File: src/rtl/serial_rx_param_pkg.sv
// Shared constants and FSM state encoding for the parametrised serial receiver.
package serial_pkg;

    localparam int PARITY_NONE = 0;
    localparam int PARITY_EVEN = 1;
    localparam int PARITY_ODD  = 2;

    typedef enum logic [2:0] {
        IDLE,
        START,
        DATA,
        PARITY,
        STOP,
        BREAK
    } state_e;

endpackage

File: src/rtl/serial_rx_param_bit_timer.sv
// Bit-period timer: strobes at the mid-bit offset h after restart, then once per bit period.
module serial_bit_timer #(
    parameter int CLKS_PER_BIT = 1
) (
    input  logic clk,
    input  logic rstn,
    input  logic restart_i,
    output logic sample_o
);

    localparam int H  = (CLKS_PER_BIT - 1) / 2;
    localparam int CW = (CLKS_PER_BIT > 1) ? $clog2(CLKS_PER_BIT) : 1;
    localparam logic [CW-1:0] LAST = CW'(CLKS_PER_BIT - 1);
    // Restart is held through the detection cycle, so the next cycle is offset 1.
    localparam logic [CW-1:0] LOAD = (CLKS_PER_BIT > 1) ? CW'(1) : '0;

    logic [CW-1:0] cnt_q, cnt_d;

    always_comb begin
        if (restart_i)          cnt_d = LOAD;
        else if (cnt_q == LAST) cnt_d = '0;
        else                    cnt_d = cnt_q + 1'b1;
    end

    always_ff @(posedge clk or negedge rstn) begin
        if (!rstn) cnt_q <= '0;
        else       cnt_q <= cnt_d;
    end

    assign sample_o = (cnt_q == CW'(H));

endmodule

File: src/rtl/serial_rx_param.sv
// Parametrised async-serial frame receiver: start, DATA_WIDTH bits, optional parity, stop.
// Define SERIAL_RX_SYNC_EN to add a two-flop input synchroniser (+2 cycles latency).
module serial_rx_param
    import serial_pkg::*;
#(
    parameter int DATA_WIDTH   = 7,
    parameter int CLKS_PER_BIT = 1,
    parameter int PARITY_MODE  = 1,
    parameter int MSB_FIRST    = 1
) (
    input  logic                  clk,
    input  logic                  rstn,
    input  logic                  serial_in,
    output logic [DATA_WIDTH-1:0] data_out,
    output logic                  ready,
    output logic                  parity_ok_n,
    output logic                  frame_err,
    output logic                  busy
);

    localparam int H       = (CLKS_PER_BIT - 1) / 2;
    localparam int BW      = (DATA_WIDTH > 1) ? $clog2(DATA_WIDTH) : 1;
    localparam bit HAS_PAR = (PARITY_MODE != PARITY_NONE);

    state_e                  state_q;
    logic [BW-1:0]           bit_q;
    logic [DATA_WIDTH-1:0]   shreg_q, shift_d;
    logic [DATA_WIDTH-1:0]   data_q;
    logic                    par_q, ready_q, pok_n_q, ferr_q;
    logic                    rx, tick, par_err_d;

`ifdef SERIAL_RX_SYNC_EN
    logic [1:0] sync_q;
    always_ff @(posedge clk or negedge rstn) begin
        if (!rstn) sync_q <= 2'b11;
        else       sync_q <= {sync_q[0], serial_in};
    end
    assign rx = sync_q[1];
`else
    assign rx = serial_in;
`endif

    serial_bit_timer #(.CLKS_PER_BIT(CLKS_PER_BIT)) u_timer (
        .clk       (clk),
        .rstn      (rstn),
        .restart_i (state_q == IDLE),
        .sample_o  (tick)
    );

    always_comb begin
        shift_d = (MSB_FIRST != 0) ? (shreg_q << 1) : (shreg_q >> 1);
        if (MSB_FIRST != 0) shift_d[0]            = rx;
        else                shift_d[DATA_WIDTH-1] = rx;
    end

    always_comb begin
        par_err_d = 1'b0;
        if (PARITY_MODE == PARITY_EVEN)     par_err_d = ^{shreg_q, par_q};
        else if (PARITY_MODE == PARITY_ODD) par_err_d = ~^{shreg_q, par_q};
    end

    always_ff @(posedge clk or negedge rstn) begin
        if (!rstn) begin
            state_q <= IDLE;
            bit_q   <= '0;
            shreg_q <= '0;
            par_q   <= 1'b0;
            data_q  <= '0;
            ready_q <= 1'b0;
            pok_n_q <= 1'b1;
            ferr_q  <= 1'b0;
        end else begin
            ready_q <= 1'b0;
            case (state_q)
                IDLE: begin
                    bit_q <= '0;
                    // With h=0 the detection cycle doubles as the start-bit sample.
                    if (!rx) state_q <= (H == 0) ? DATA : START;
                end
                START: if (tick) state_q <= rx ? IDLE : DATA;
                DATA: if (tick) begin
                    shreg_q <= shift_d;
                    bit_q   <= bit_q + 1'b1;
                    if (bit_q == BW'(DATA_WIDTH - 1)) state_q <= HAS_PAR ? PARITY : STOP;
                end
                PARITY: if (tick) begin
                    par_q   <= rx;
                    state_q <= STOP;
                end
                STOP: if (tick) begin
                    data_q  <= shreg_q;
                    ready_q <= 1'b1;
                    pok_n_q <= par_err_d;
                    ferr_q  <= ~rx;
                    state_q <= rx ? IDLE : BREAK;
                end
                BREAK: if (rx) state_q <= IDLE;
                default: state_q <= IDLE;
            endcase
        end
    end

    assign data_out    = data_q;
    assign ready       = ready_q;
    assign parity_ok_n = pok_n_q;
    assign frame_err   = ferr_q;
    assign busy        = (state_q != IDLE);

endmodule

File: config.mk
export PLATFORM = sky130hd
export DESIGN_NAME = serial_rx_param
export DESIGN_NICKNAME = d
export VERILOG_FILES = /design/src/rtl/serial_rx_param_pkg.sv /design/src/rtl/serial_rx_param_bit_timer.sv /design/src/rtl/serial_rx_param.sv
export SDC_FILE = /design/constraint.sdc
export NUM_CORES = 1
export LEC_CHECK = 0
export ABC_AREA = 1
export CAP_MARGIN = 10
export CORE_MARGIN = 1
export CORE_UTILIZATION = 55
export DETAILED_ROUTE_END_ITERATION = 10
export GPL_TIMING_DRIVEN = 0
export PLACE_DENSITY = 0.79
export SLEW_MARGIN = 30
export SYNTH_ARGS = -nofsm -noshare
export SYNTH_HDL_FRONTEND = slang
export SYNTH_SLANG_ARGS = --single-unit
File: constraint.sdc
create_clock -name clk -period 2.65 [get_ports clk]
set_input_delay 0.265 -clock clk [delete_from_list [all_inputs] [get_ports clk]]
set_output_delay 0.265 -clock clk [all_outputs]
set_load 0.02 [all_outputs]
==> results.md <==
- Fraction of the mapped netlist area in compound gates: 12.4%
- Final min period: 1.89 ns
- Post-synth top area share: about 50%
- Routed WL per cell: 10.9 µm
- Mapped cell area: around 0.0012 mm²
- Clock root cell: clkbuf_4
- Logic pwr share: a little over half
- First-pass DRT Iterations: 4
- H-Tree Depth: 1
- Via density: between 4 and 5
- FMAX: 530 MHz
- Place WS: about 1.1 ns
- Post-route setup slack: 0.762 ns
- Min-delay worst type: in2async
- Storage element area: about 600 µm²
- Total CTS buffers: 3
- Critical path class: reg2out
- Initial DRC count: 17
- ANT cells: 0
- First-pass GRT wire length: 2950 µm
- Final nets: 163
- Total GRT Usage: about a fifth
- Number of flops mapped to enable cells by yosys: 0
- CP Launch Type: flip-flop
- Dpl cell area: 0.00133 mm²
- Worst setup EP type: output pin
- TNS Setup: 0 ns
- Yosys top cell by area: dfrtp_1
- Cell Rows: 16
- Fraction of layout cells with a size suffix above 1: 14.0%
- Largest family of logic cells by synthesized area: simple AND/OR/NAND/NOR gates
- Post-synth cell types: 16
- Final GP Congestion: 0.691
- Multi-input gate area: 474 µm²
- Post-CTS sizing: 0
- Worst-Skew Late Latency: 0.31 ns
- Largest net degree at the start of global routing: 25
- Peak supply drop: 644 µV
- Register bit total from synthesis: 24
- Async set-reset flop share out of synthesis: 100%
- Core area: 0.00198 mm²
- Total power: 1.69 mW
- P_int: 937 µW
- Core Util, Final: 68.7%
- Vias in the first global route: approximately 750
- Die W: between 40 and 50 µm
- Post-synthesis mux area share: 0%
- Clock power frac: under 10%
- Placed cell count: around 180
- Initial Util: 58.8%
- Antenna Violating Nets Remaining: 0
- Residual DRC: 0
- Die ar.: 0.00231 mm²
- Tightest Pin Transition: 0.525 ns
- Antenna violations before repair: 0
- TritonCTS clock tree: built
- Sequential share of the synthesized area: 51.6%
- Top post-synthesis cells by count: 61 x nand2_1, 23 x dfrtp_1, 14 x inv_1, 13 x o21ai_0, 8 x o21ai_2
- Post-synthesis adder-cell area fraction: 2.15%
- Io pins: 14
- Yosys warns: 0
- Crit path max fanout: 5
- Avg Synthesized Cell Area: 8.39 µm²
- Die Y: 48.0 µm
- Slew Limit Fails: 0
- RSZ-0062 raised after global routing: no
- Fillers: around 170
- Sequential cell fraction of total power: 38.5%
- Cell count after synthesis: about 140
- Pleak: 0.696 nW
- Net Switching: 751 µW
- Relative slew slack: 65.0%
- PD cells: 1240 mW/mm²
- Total grt overflow: 0
- Synth top area cells: dfrtp_1 49%, nand2_1 20%, o21ai_2 6.0%
- Design area: 0.00136 mm²
- CTS sink cnt: 24
- Hold Slack: 0.451 ns
- Clock skew: 0.00425 ns
- Max-cap violations: 0
- Via count: 919
- Status: completed
- Area growth syn-to-layout: 16.7%
- Detailed Place HPWL: 1510 µm
- Clk buf depth: 2
- Most frequent cell after synthesis: nand2_1
- Non-Filler Instances: 184
- Routed WL: 2010 µm
- CTS clock-pin slew for the worst setup and hold paths: 0.12 ns
- Final Hold Viols: 0
- I/O Buffers: 13
- Net Count, Synth: 144
- Critical Path RT: 2.38 ns
- Simple-gate area share of the yosys netlist: 26.1%
- Data arrival, critical path: 1.62 ns
- Top_reg_cell synth: dfrtp_1
- # setup viols final: 0
- Switch share: between 40 and 50%
- Final worst path period share: 71.2%
- Xor/xnor cell area share of the yosys netlist: 0%
## kinds of logic after synthesis
kind of cell,Yosys count
buffers and inverters,20
DFF,24
AOI/OAI and AO/OA,23
adders and majority gates,2
and+or+nand+nor,70
## worst paths after layout
| check | slack [ns] | endpoint | from | cells past startpoint |
|---|---|---|---|---|
| worst max register to register | 1.36 | shreg_q[6]$_DFFE_PN0N_ | state_q[0]$_DFFE_PN0P_ | 6 |
| worst min-delay path | 0.45 | data_out[1]$_DFFE_PN0N_ | rstn | 2 |
| worst min register to register | 0.49 | parity_ok_n$_DFFE_PN1N_ | parity_ok_n$_DFFE_PN1N_ | 2 |
| min in group clk | 0.49 | parity_ok_n$_DFFE_PN1N_ | parity_ok_n$_DFFE_PN1N_ | 2 |
| worst max-delay path | 0.76 | busy | state_q[0]$_DFFE_PN0P_ | 3 |
| max in group asynchronous | 1.84 | parity_ok_n$_DFFE_PN1N_ | rstn | 2 |
## layout make-up
cell class	count	share of cell area (%)
clock buffer	4	1.93
timing repair buffer	14	9.93
sequential	24	44.2
tap	27	2.48
buffer	2	1.65
multi-input combinational	95	34.8
inverter	18	4.96
## sequential cells by signal, indices dropped and copies added, names as in the netlist
register / cells
bit_q: 3
shreg_q: 7
parity_ok_n: 1
par_q: 1
ready: 1
frame_err: 1
data_out: 7
state_q: 3
## critical path, cell delays in order (launching register included)
cell	delay, ns
dfrtp_1	0.48
nor2_4	0.19
nand2_1	0.10
clkdlybuf4s50_1	0.55
## layout by cell type (no fill, tap or decap), types with 3 or more instances in the layout
cell,instances
inv_1,14
o21ai_2,8
clkdlybuf4s50_1,12
dfrtp_1,23
o21ai_0,13
inv_2,4
nand2_1,61
clkbuf_4,3
nand3_1,3
## routing by layer
metal	global-route usage (%)	up-vias	part of all wire, %
met2	34.6	13	54
met1	22.3	435	43
li1	-	467	-
met3	2.26	4	1.8
met5	0	-	0
met4	8.33	0	1.2
## power by group through the flow
stage / Sequential (mW) / Combinational (mW) / Clock, mW
2_1_floorplan: 0.716 / 0.553 / 0
3_3_place_gp: 0.647 / 0.843 / 0
3_5_place_dp: 0.658 / 0.880 / 0
4_1_cts: 0.652 / 0.886 / 0.168
5_1_grt: 0.679 / 0.993 / 0.179
6_report: 0.651 / 0.878 / 0.160
## timing repair
item,CTS,global route
hold endpoints to repair,23,0
hold buffers,1,0
endpoints found under the setup margin,0,0
setup buffers,0,0
(Power assumes the default switching activity.)
